[config.mk]
export PLATFORM = sky130hd
export DESIGN_NAME = wptr_full
export DESIGN_NICKNAME = d
export VERILOG_FILES = /design/src/rtl/wptr_full.sv
export SDC_FILE = /design/constraint.sdc
export NUM_CORES = 1
export LEC_CHECK = 0
export ABC_AREA = 1
export CAP_MARGIN = 20
export CORE_MARGIN = 3
export CORE_UTILIZATION = 46
export CTS_BUF_LIST = sky130_fd_sc_hd__clkbuf_4 sky130_fd_sc_hd__clkbuf_8
export DETAILED_ROUTE_END_ITERATION = 7
export GPL_TIMING_DRIVEN = 0
export PLACE_DENSITY = 0.86
export SYNTH_ARGS = -nofsm -noshare
export SYNTH_HDL_FRONTEND = slang
export SYNTH_SLANG_ARGS = --single-unit
export TNS_END_PERCENT = 30
[constraint.sdc]
create_clock -name wclk -period 1.75 [get_ports wclk]
set_input_delay 0.2625 -clock wclk [delete_from_list [all_inputs] [get_ports wclk]]
set_output_delay 0.2625 -clock wclk [all_outputs]
set_load 0.02 [all_outputs]
[src/rtl/wptr_full.sv]
// Write-side pointer and full-flag generator for the async FIFO (write clock domain).
// Publishes a Gray write pointer and derives full/almost_full/fill level from the synced read pointer.
module wptr_full #(
   parameter int ADDR_WIDTH = 5,
   parameter int AF_MARGIN  = 2
) (
   input  logic                  wclk,
   input  logic                  w_nrst,
   input  logic                  winc,
   input  logic                  ovf_clr,
   input  logic [ADDR_WIDTH-1:0] sync_rptr,
   output logic [ADDR_WIDTH-1:0] wptr,
   output logic [ADDR_WIDTH-1:0] waddr,
   output logic                  full,
   output logic                  almost_full,
   output logic [ADDR_WIDTH-1:0] wcount,
   output logic                  overflow
);

   localparam int AW    = ADDR_WIDTH;
   localparam int DEPTH = 1 << (AW - 1);
   localparam logic [AW-1:0] AF_THRESH = AW'(DEPTH - AF_MARGIN);

   logic [AW-1:0] wbin_q,  wbin_d;
   logic [AW-1:0] wptr_q,  wptr_d;
   logic [AW-1:0] wcount_q, wcount_d;
   logic          full_q,  full_d;
   logic          almost_full_q, almost_full_d;
   logic          overflow_q, overflow_d;

   logic          we;
   logic [AW-1:0] rbin;
   logic [AW-1:0] rptr_full_cmp;

   // Gray-to-binary: each binary bit is the XOR of all Gray bits at or above it.
   generate
      for (genvar gi = 0; gi < AW; gi++) begin : g_rbin
         assign rbin[gi] = ^sync_rptr[AW-1:gi];
      end
   endgenerate

   assign rptr_full_cmp = {~sync_rptr[AW-1:AW-2], sync_rptr[AW-3:0]};

   always_comb begin
      we            = winc & ~full_q;
      wbin_d        = wbin_q + {{(AW-1){1'b0}}, we};
      wptr_d        = wbin_d ^ (wbin_d >> 1);
      full_d        = (wptr_d == rptr_full_cmp);
      wcount_d      = wbin_d - rbin;
      almost_full_d = (wcount_d >= AF_THRESH);
      // A rejected write in the same cycle as a clear keeps the flag set.
      overflow_d    = (winc & full_q) | (overflow_q & ~ovf_clr);
   end

   always_ff @(posedge wclk or negedge w_nrst) begin
      if (!w_nrst) begin
         wbin_q        <= '0;
         wptr_q        <= '0;
         wcount_q      <= '0;
         full_q        <= 1'b0;
         almost_full_q <= 1'b0;
         overflow_q    <= 1'b0;
      end else begin
         wbin_q        <= wbin_d;
         wptr_q        <= wptr_d;
         wcount_q      <= wcount_d;
         full_q        <= full_d;
         almost_full_q <= almost_full_d;
         overflow_q    <= overflow_d;
      end
   end

   assign wptr        = wptr_q;
   assign waddr       = {1'b0, wbin_q[AW-2:0]};
   assign full        = full_q;
   assign almost_full = almost_full_q;
   assign wcount      = wcount_q;
   assign overflow    = overflow_q;

endmodule

# Word level (Yosys, flattened, before mapping)
# Index checks and enable logic that the tools add are counted.
[word_totals] ff_bits=18 in_bits=9 output_inout_bits=18 word_cells=22
[op_classes] addsub=2 magnitude_cmp=1 eq_ne=1 n_bitwise=8 reduce_logical=4
[op_table] op="5-bit by 1-bit adder with 5-bit output" count=1
[op_table] op="5-bit equality test" count=1
[op_table] op="5-bit by 4-bit greater-or-equal comparator with 1-bit output (second input constant)" count=1
[op_table] op="5-bit XOR reduction" count=1
[op_table] op="5-bit subtractor" count=1
[op_table] op="5-bit by 4-bit bitwise XOR with 5-bit output" count=1
[op_table] op="4-bit XOR reduction" count=1
[op_table] op="1-bit bitwise AND" count=3
[op_table] op="3-bit XOR reduction" count=1
[op_table] op="1-bit inverter" count=2
[op_table] op="2-bit inverter" count=1
[op_table] op="2-bit XOR reduction" count=1
[op_table] op="1-bit OR" count=1

# Longest topological paths before layout
# Gate-level depths: netlist (run 1).
[depth] depth_word=5 mapped_depth=15 depth_no_buf=15

# Worst setup path before layout (run 1)
# Ideal clock, no wire load.
[synth_timing] kind="reg-to-reg" startpoint="register full_q (netlist: full)" endpoint="register almost_full_q (netlist: almost_full)" setup_ps=118 t_arrival_ps=1974 required_time_ps=1632 setup_slack_ps=-341 stages_incl_launch_ff=13 n_path_buf=0 synth_period_minus_slack_ps=2091 path_cell_list="dfrtp_1 inv_1 nand3_2 inv_2 ha_1 inv_1 fa_1 inv_1 nand3_2 nand2_1 nand2_1 nand2_1 nand2_1"
[synth_via] elab_chain_cells=5
[synth_lines] element="start: declaration" line_no="27" text="logic full_q, full_d;"
[synth_lines] element="start signal: assignment" line_no="67" text="full_q <= full_d;"
[synth_lines] element="1-bit inverter" line_no="45" text="we = winc & ~full_q;"
[synth_lines] element="1-bit bitwise AND" line_no="45"
[synth_lines] element="5-bit by 1-bit adder with 5-bit output" line_no="46" text="wbin_d = wbin_q + {{(AW-1){1'b0}}, we};"
[synth_lines] element="via wbin_d[1]" line_no="24" text="logic [AW-1:0] wbin_q, wbin_d;"
[synth_lines] element="5-bit subtractor" line_no="49" text="wcount_d = wbin_d - rbin;"
[synth_lines] element="5-bit by 4-bit greater-or-equal comparator with 1-bit output" line_no="50" text="almost_full_d = (wcount_d >= AF_THRESH);"
[synth_lines] element="via almost_full_d" line_no="28" text="logic almost_full_q, almost_full_d;"
[synth_lines] element="end signal: assignment" line_no="68" text="almost_full_q <= almost_full_d;"
[synth_lines] element="end: declaration" line_no="28"
# The timed path passes the listed nets, and every way through them passes these cells.

# Worst setup path in the final report (run 1)
[layout_timing] startpoint="register full_q (netlist: full)" endpoint="register almost_full_q (netlist: almost_full)"
[layout_via] elab_chain_cells=5
[layout_lines] element="1-bit inverter" line_no="45"
[layout_lines] element="1-bit bitwise AND" line_no="45"
[layout_lines] element="5-bit by 1-bit adder with 5-bit output" line_no="46"
[layout_lines] element="5-bit subtractor" line_no="49"
[layout_lines] element="5-bit by 4-bit greater-or-equal comparator with 1-bit output" line_no="50"
[layout_lines] element="via almost_full_d" line_no="28"
# The timed path passes the listed nets, and every way through them passes these cells.

==> impl_metrics.env, run 1 <==
export IMPL_yosysSeqAreaShare=0.379
export IMPL_violations="setup timing"
export IMPL_power_density_nw_per_um2=2060
export IMPL_min_period_over_period=1.05
export IMPL_first_pass_iters=4
export IMPL_syn2layout_area_growth_pct=50.0
export IMPL_gp_congestion=0.813
export IMPL_clkSinkCount=17
export IMPL_ant_nets=0
export IMPL_fin_hold_ws_ns=0.327
export IMPL_grt_max_degree=18
export IMPL_grt_pass1_vias=1044
export IMPL_grt_use_total=0.198
export IMPL_instances_no_fill=211
export IMPL_synth_cells=140
export IMPL_synth_top_area_cell="dfrtp_1"
export IMPL_r2r_slack_ns=-0.09
export IMPL_dieHeight_um=55.4
export IMPL_cts_buffers=3
export IMPL_max_cap_viol_count=0
export IMPL_row_count=17
export IMPL_rsz0062_at_grt="yes"
export IMPL_fillers=158
export IMPL_drv_slew=0
export IMPL_synth_seq_cells=17
export IMPL_via_count=1078
export IMPL_fin_skew_ns=0.00242
export IMPL_cts_tree="yes"
export IMPL_clock_latency_ns=0.29
export IMPL_path_class="reg2reg"
export IMPL_placed_area_sq_um=1450
export IMPL_dieArea_sq_um=3070
export IMPL_io_buffers=25
export IMPL_hpwl_um=2060
export IMPL_yosys_top_cells_area="dfrtp_1 (38%), nand2_1 (11%), nand3_1 (8.9%), nand2_2 (7.8%), inv_1 (7.7%)"
export IMPL_drt_total_wl_um=3050
export IMPL_synth_warnings=0
export IMPL_wl_per_cell_um=14.4
export IMPL_htree_levels=1
export IMPL_startpoint_type="register"
export IMPL_crit_arrival_ns=2.03
export IMPL_dr_first_iter_drc_count=31
export IMPL_required_ns=1.94
export IMPL_synth_edff_count=0
export IMPL_syn_num_nets=155
export IMPL_syn_area_per_cell_sq_um=8.01
export IMPL_finalWorstPathRequiredPeriod_ns=1.84
export IMPL_final_area_sq_um=1680
export IMPL_remaining_drc_errors=0
export IMPL_synth_area_sq_um=1120
export IMPL_synth_top_area_frac=0.379
export IMPL_setup_viol=4
export IMPL_pin_count=27
export IMPL_grt_overflow=0
export IMPL_n_antenna_cell=0
export IMPL_path_clk_slew_ns=0.10
export IMPL_dieWidth_um=55.4
export IMPL_drt_vias_per_instance=5.11
export IMPL_fmax_mhz=543
export IMPL_cts_root_buf="clkbuf_4"
export IMPL_outcome="finished with violations"
export IMPL_worst_slew_pin_transition_ns=0.765
export IMPL_power_leakage_nw=0.835
export IMPL_synthArstFlopShare=1.00
export IMPL_ys_types=22
export IMPL_antenna_found_initial=0
export IMPL_drive_gt1_frac=0.410
export IMPL_crit_path_max_fanout=4
export IMPL_synth_top_cells_by_count="nand2_1 (34), inv_1 (23), nand3_1 (20), dfrtp_1 (17), nand2_2 (14)"
export IMPL_synth_ff_type="dfrtp_1"
export IMPL_dp_cells=193
export IMPL_core_area_sq_um=2250
export IMPL_ir_worst_vdd_v=0.00123
export IMPL_cts_hold_buf=0
export IMPL_maxSlewHeadroom=0.488
export IMPL_grt_pass1_wl_um=4770
export IMPL_synth_most_common_cell="nand2_1"
export IMPL_hp_class="in2reg"
export IMPL_hold_viol=0
export IMPL_end_kind="register"
export IMPL_initial_core_util=0.497
export IMPL_worst_slack_ns=-0.0907
export IMPL_clk_path_buf_depth=2
export IMPL_fin_nets=199
[flip-flops by register name (all words and copies together) (netlist names)]
name / count
overflow: 1
wcount: 5
almost_full: 1
full: 1
wptr: 4
wbin_q: 5
[metal layers]
| metal | wire length, um | vias up | track usage |
|---|---|---|---|
| met5 | 0 | - | 0 |
| met4 | 95 | 0 | 0.101 |
| met3 | 153 | 9 | 0.0257 |
| met2 | 1600 | 36 | 0.361 |
| met1 | 1200 | 517 | 0.223 |
| li1 | - | 516 | - |
[cell type report]
| type | count | area [sq um] | share of cell area |
|---|---|---|---|
| plain buffers | 1 | 7.51 | 0.00446 |
| flip-flops and latches | 17 | 428 | 0.254 |
| clock buffers | 4 | 30.0 | 0.0179 |
| repair buffers | 39 | 350 | 0.208 |
| inverters | 26 | 105 | 0.0625 |
| well taps | 28 | 35.0 | 0.0208 |
| multi-input cells | 96 | 726 | 0.432 |
[critical path, stage by stage, from the launching register on]
cell and delay (ns):
dfrtp_2 0.43, inv_2 0.07, nand3_2 0.10, buf_4 0.16, nor2_4 0.10, nand2_2 0.07
nand2_1 0.08, ha_2 0.31, a21oi_4 0.18, nand3_1 0.10, nand2_2 0.08, nand2_1 0.06
[layout by cell type, fill, tap and decap left out, drive strengths merged]
| cell type | n |
|---|---|
| nand2 | 52 |
| inv | 26 |
| nand3 | 23 |
| clkdlybuf4s50 | 20 |
| buf | 18 |
| dfrtp | 17 |
| ha | 5 |
| nor2 | 5 |
| clkbuf | 4 |
| xor2 | 3 |
| a21oi | 2 |
| dlygate4sd2 | 2 |
| o21bai | 1 |
| and2 | 1 |
| nand4 | 1 |
| o22ai | 1 |
| fa | 1 |
| conb | 1 |
[final timing paths]
check	from	endpoint	cells after the start
worst max-delay path	full	almost_full	11
worst min-delay path	sync_rptr[3]	full	4
worst max register to register	full	almost_full	11
worst min register to register	overflow	overflow	2
max in group asynchronous	w_nrst	full	1
min in group asynchronous	w_nrst	overflow	1
[power by group]
| part | switching (mW) | total [mW] | leakage [nW] | internal, mW |
|---|---|---|---|---|
| clock network | 0.126 | 0.231 | 0.0184 | 0.104 |
| registers | 0.117 | 0.711 | 0.199 | 0.595 |
| logic | 1.40 | 2.53 | 0.617 | 1.13 |
| total | 1.64 | 3.47 | 0.835 | 1.83 |
[logic make-up (layout without fill, tap and decap cells)]
group | count (synthesis) | count (layout) | synth area share
adder cells (fa/ha/maj) | 6 | 6 | 0.0737
flip-flops | 17 | 17 | 0.379
other | 1 | 1 | 0.00335
XOR/XNOR | 3 | 3 | 0.0402
buffers and inverters | 27 | 70 | 0.0937
AO/OA/AOI/OAI | 4 | 4 | 0.0246
AND/OR/NAND/NOR | 82 | 82 | 0.385
[timing repair]
action / in CTS / in global routing
cloned: 0 / 0
pin swaps: 16 / 12
setup endpoints to repair: 6 / 5
buffers inserted: 11 / 3
gates resized for setup: 35 / 11
[metrics by stage]
step / total power, mW / setup TNS (ns) / utilization / setup slack, ns
5_1_grt: 3.71 / -0.735 / 0.746 / -0.206
2_1_floorplan: 2.03 / -0.309 / - / -0.129
3_5_place_dp: 2.70 / -4.64 / 0.644 / -0.929
4_1_cts: 3.21 / -0.224 / 0.713 / -0.0694
3_3_place_gp: 2.60 / -4.16 / 0.644 / -0.845
6_report: 3.47 / -0.295 / 0.746 / -0.0907
Power figures use the tool's default switching activity.
==> run 2, diff against run 1 <==
CORE_UTILIZATION = 51   (was 46)
CTS_BUF_LIST = sky130_fd_sc_hd__clkbuf_8   (was sky130_fd_sc_hd__clkbuf_4 sky130_fd_sc_hd__clkbuf_8)
PLACE_DENSITY = 0.9   (was 0.86)
clock period = 2.1 ns   (was 1.75 ns; I/O delays follow)
==> run 2 against run 1 <==
The flow now finishes without violations. Via count down 5.4%. Count of clock-buffer cells in the layout down 1. Sequential power down 18%. Utilization down 0.82 points. Sequential share of layout area up 3.1 points. Critical path depth up 3. Highest routed layer unchanged.
==> impl_metrics.env, run 2 (same netlist as run 1, synthesis figures left out) <==
export IMPL_worst_slack_ns=0.0938
export IMPL_clk_path_buf_depth=2
export IMPL_max_stage_delay_ns=0.50
export IMPL_wl_per_cell_um=13.4
export IMPL_fin_hold_ws_ns=0.448
export IMPL_place_ws_ns=-0.672
export IMPL_cp_num_buf_inv=3
export IMPL_ant_nets=0
export IMPL_rsz0062_at_grt="yes"
export IMPL_cts_hold_buf=0
export IMPL_min_period_over_period=0.955
export IMPL_mostFrequentLayoutCell="nand2_1"
export IMPL_maxSlewHeadroom=0.494
export IMPL_drt_vias_per_instance=5.18
export IMPL_worst_slew_pin_transition_ns=0.756
export IMPL_dieHeight_um=52.9
export IMPL_r2r_slack_ns=0.15
export IMPL_power_leakage_nw=0.766
export IMPL_p_int_mw=1.35
export IMPL_crit_path_max_fanout=6
export IMPL_n_antenna_cell=0
export IMPL_min_to="full"
export IMPL_final_setup_tns_ns=0
export IMPL_hp_class="in2reg"
export IMPL_path_clk_slew_ns=0.07
export IMPL_clkPwrFrac=0.094
export IMPL_p_seq_frac=0.226
export IMPL_startpoint_type="input port"
export IMPL_cts_tree="yes"
export IMPL_ir_worst_vdd_v=0.000872
export IMPL_io_buffers=25
export IMPL_row_count=16
export IMPL_outcome="finished, final reports clean"
export IMPL_power_density_nw_per_um2=1730
export IMPL_combPwrFrac=0.680
export IMPL_total_power_mw=2.58
export IMPL_required_ns=2.27
export IMPL_via_count=1020
export IMPL_final_cell_mix="nand2_1 (34), inv_1 (22), clkdlybuf4s50_1 (21)"
export IMPL_drive_gt1_frac=0.253
export IMPL_crit_chain="clkdlybuf4s50_1 > nand3_2 > inv_2 > ha_4 > inv_1 > nand2_1 > nand2_4 > nand2_2 > nand2_2 > nand2_1 > nand3_1 > nor2_1 > nand2_1 > nor2_1"
export IMPL_placed_area_sq_um=1410
export IMPL_cp_slowest_cell="clkdlybuf4s50_1"
export IMPL_crit_arrival_ns=2.18
export IMPL_pin_count=27
export IMPL_remaining_drc_errors=0
export IMPL_worstHoldStart="sync_rptr[3]"
export IMPL_power_switching_mw=1.23
export IMPL_initial_core_util=0.554
export IMPL_end_kind="register"
export IMPL_crit_cells=14
export IMPL_path_class="in2reg"
export IMPL_grt_pass1_vias=1009
export IMPL_grt_pass1_wl_um=4270
export IMPL_core_area_sq_um=2020
export IMPL_hpwl_um=1830
export IMPL_final_area_sq_um=1490
export IMPL_fin_nets=186
export IMPL_ff2ff_path_depth=14
export IMPL_path_delay_family="simple AND/OR/NAND/NOR gates"
export IMPL_max_cap_viol_count=0
export IMPL_dp_cells=192
export IMPL_grt_overflow=0
export IMPL_grt_max_degree=18
export IMPL_dr_first_iter_drc_count=17
export IMPL_clkSinkCount=17
export IMPL_clock_latency_ns=0.25
export IMPL_drv_slew=0
export IMPL_instances_no_fill=197
export IMPL_p_sw_frac=0.476
export IMPL_fin_skew_ns=0.00112
export IMPL_dieArea_sq_um=2800
export IMPL_drt_total_wl_um=2640
export IMPL_gp_congestion=0.792
export IMPL_htree_levels=1
export IMPL_antenna_found_initial=0
export IMPL_cts_root_buf="clkbuf_8"
export IMPL_finalWorstPathRequiredPeriod_ns=2.01
export IMPL_fmax_mhz=498
export IMPL_utilization=0.738
export IMPL_r2r_start="full"
export IMPL_dieWidth_um=52.9
export IMPL_hold_path_cell_count=4
export IMPL_first_pass_iters=4
export IMPL_setup_viol=0
export IMPL_crit_top_cell="nand2_1"
export IMPL_syn2layout_area_growth_pct=33.0
export IMPL_cts_buffers=3
export IMPL_reg2reg_to="full"
export IMPL_grt_use_total=0.211
export IMPL_hold_viol=0
[run 2: cell count changes in the layout (fill, tap and decap cells not counted), sizes merged]
cell           previous run  this run
buf                      18         4
clkdlybuf4s50            20        21
dlygate4sd2               2         1
inv                      26        27
[run 2: power by group through the flow]
stage / logic [mW] / registers [mW] / clock network, mW
after floorplan: 0.844 / 0.780 / 0
after global placement: 1.51 / 0.577 / 0
after detailed placement: 1.56 / 0.584 / 0
after CTS: 1.62 / 0.584 / 0.239
after global routing: 1.91 / 0.605 / 0.251
final: 1.76 / 0.584 / 0.243
[run 2: layout make-up]
cell class | instances | area [sq um]
well taps | 27 | 33.8
repair buffers | 26 | 241
clock buffers | 3 | 41.3
clock inverters | 1 | 3.75
plain buffers | 1 | 7.51
inverters | 26 | 97.6
fillers | 133 | 531
flip-flops and latches | 17 | 425
multi-input cells | 96 | 641
[run 2: what timing repair did]
| item | in CTS | in global routing |
|---|---|---|
| gates resized for setup | 14 | 9 |
| pin swaps | 0 | 4 |
| buffers inserted | 0 | 1 |
| hold endpoints to repair | 0 | 0 |
| setup endpoints to repair | 5 | 3 |
[run 2: how the worst max path moves through the flow]
| stage | endpoint | slack [ns] | start |
|---|---|---|---|
| 5_1_grt | almost_full | -0.01 | sync_rptr[3] |
| 3_3_place_gp | almost_full | -0.61 | sync_rptr[4] |
| 4_1_cts | wcount[3] | 0.01 | winc |
| 6_report | full | 0.09 | winc |
| 2_1_floorplan | almost_full | 0.009 | full |
| 3_5_place_dp | almost_full | -0.67 | sync_rptr[4] |
[run 2: routing by layer]
| metal | up-vias | track usage | wire length (um) |
|---|---|---|---|
| met1 | 479 | 0.240 | 1040 |
| li1 | 491 | - | - |
| met3 | 7 | 0.0282 | 140 |
| met2 | 43 | 0.386 | 1400 |
| met4 | 0 | 0.0936 | 55 |
| met5 | - | 0 | 0 |
[run 2: worst register-to-register path: cells and delay by family, from the launching register on]
family	cells	cell delay [ns]
adders and majority gates	1	0.15
buffers and inverters	3	0.26
DFF	1	0.41
and+or+nand+nor	10	1.05
==> run 3, diff against run 2 <==
SLEW_MARGIN = 5   (was not set)
==> results of run 3 <==
Same layout as run 2: the final DEF is identical, and so are final timing and power.
==> patch (settings of run 2) <==
Change the parameter `ADDR_WIDTH` from 5 to 6.
--- a/src/rtl/wptr_full.sv
+++ b/src/rtl/wptr_full.sv
@@ -1,7 +1,7 @@
 // Write-side pointer and full-flag generator for the async FIFO (write clock domain).
 // Publishes a Gray write pointer and derives full/almost_full/fill level from the synced read pointer.
 module wptr_full #(
-   parameter int ADDR_WIDTH = 5,
+   parameter int ADDR_WIDTH = 6,
    parameter int AF_MARGIN  = 2
 ) (
    input  logic                  wclk,
Ports: changed (resized sync_rptr, waddr, wcount and wptr); port bits go from 27 to 31. The function was not compared with the original's and may differ.
==> patch against run 2 <==
  * The run now ends with setup timing left
  * Total power is 40% higher
  * Sequential cell count rose by 3
  * Setup slack worse by 200 ps
  * Count of clock-buffer cells in the layout up 1
  * Global-route usage rose by 7.9 points
  * Combinational power is 49% higher
  * Clock skew rose by 1.7 ps
  * Wire length rose by 74%
  * Final area up 31%
  * Maximum frequency shrank 9.2%
  * Synthesized area increased by 8.8%
  * Critical path depth increased by 1
  * Largest power group unchanged
  * Highest routed layer unchanged
==> patch: results (changes against run 2) <==
Worst hold path
The worst hold path cell count is 3 (-1). The worst hold path terminates at overflow. In this run the most critical hold path is launched from winc.

Routing
The routed length on met1 came to 1644 um (+57%). The detailed-route wire length per cell is 20.32 um (+52%). The detailed-route vias per instance is 5.814 (+12%). The starting DRC count in detailed routing is 55 (+38). The post-detailed-routing wire length is 4592 um (+74%).

Power
The leakage power is 0.9153 nW (+19%). The switching part of the total power is 47.99% (+0.37 points).

Placement
The worst-case setup slack after placement came to -819.6 ps (-147.4 ps). The port buffer count is 28 (+12%). The instance count after placement with tap cells included is 207 (+7.8%).

Logic synthesis
The share of synthesized area occupied by flip-flops and latches is 41.03% (+3.1 points). After synthesis, the most frequently instantiated cells are sky130_fd_sc_hd__nand2_1 (45), sky130_fd_sc_hd__dfrtp_1 (20), sky130_fd_sc_hd__inv_1 (20), sky130_fd_sc_hd__nand3_1 (14). The total nets after synthesis is 169 (+9.0%). By area the synthesized netlist is led by sky130_fd_sc_hd__dfrtp_1 (41%), sky130_fd_sc_hd__nand2_1 (14%), sky130_fd_sc_hd__ha_1 (7.2%).

The xor and xnor fraction of the mapped netlist area is 9.333% (+5.3 points). The compound-gate portion of the synthesized area is 2.872% (+0.42 points). The unique cell type count in the Yosys netlist was 20 (-9.1%). The number of cells produced by synthesis is 151 (+7.9%).

Cells and area
The inverter count is 20 (-23%). The post-layout net count came to 217 (+17%). The fraction of standard cell area that is sequential came to 25.72% (-2.8 points). The number of clock-tree buffers in the layout came to 4 (+1).

The area fraction of clock buffers and clock inverters is 2.822% (-0.20 points). The total of fill cells in the finished design came to 102 (-23%). The share of final-layout standard cells stronger than drive strength 1 is 33.84% (+8.5 points).

The area of the multi-input gates is 878.3 sq um (+37%).

Setup path
For this design, the slowest cell found on the critical path is sky130_fd_sc_hd__dfrtp_2. The critical path class is reg2reg. The cell count of the worst reg-to-reg path is 15 (+1).

Timing
The final number of setup-violating endpoints was 4 (+4). The accumulated negative setup slack was -318.9 ps (-318.9 ps). The minimum setup slack in the final design came to -110.7 ps (-204.4 ps).

Clocking
The total of cells resized after clock tree synthesis is 36 (+22). The number of buffers inserted by post-CTS setup repair is 8 (+8).

GRT
The global routing met3 resource utilization is 5.094% (+2.3 points). The global-route wire length before repair was 6023 um (+41%).

Status
The checks that failed: setup timing. The flow ran to the end, but the final reports show violations.
patch: changes by cell type after synthesis, moves of 4 or more:
cell                       delta
sky130_fd_sc_hd__nand2_4      -4
sky130_fd_sc_hd__xnor2_1      +6
sky130_fd_sc_hd__xor2_1       +5
sky130_fd_sc_hd__nand3_1      -6
sky130_fd_sc_hd__nand2_2      -8
sky130_fd_sc_hd__nand2_1     +11
sky130_fd_sc_hd__nand3b_1     +4
patch: power groups by stage:
| stage | logic, mW | registers [mW] | clock network (mW) |
|---|---|---|---|
| 2_1_floorplan | 0.987 | 0.901 | 0 |
| 3_3_place_gp | 1.75 | 0.670 | 0 |
| 3_5_place_dp | 1.83 | 0.687 | 0 |
| 4_1_cts | 2.13 | 0.680 | 0.297 |
| 5_1_grt | 2.80 | 0.720 | 0.315 |
| 6_report | 2.62 | 0.706 | 0.298 |
patch: worst min-delay path, delay by kind of cell:
kind	cells	cell delay, ps
buf+inv	1	220
simple gates	1	60
compound gates	1	70
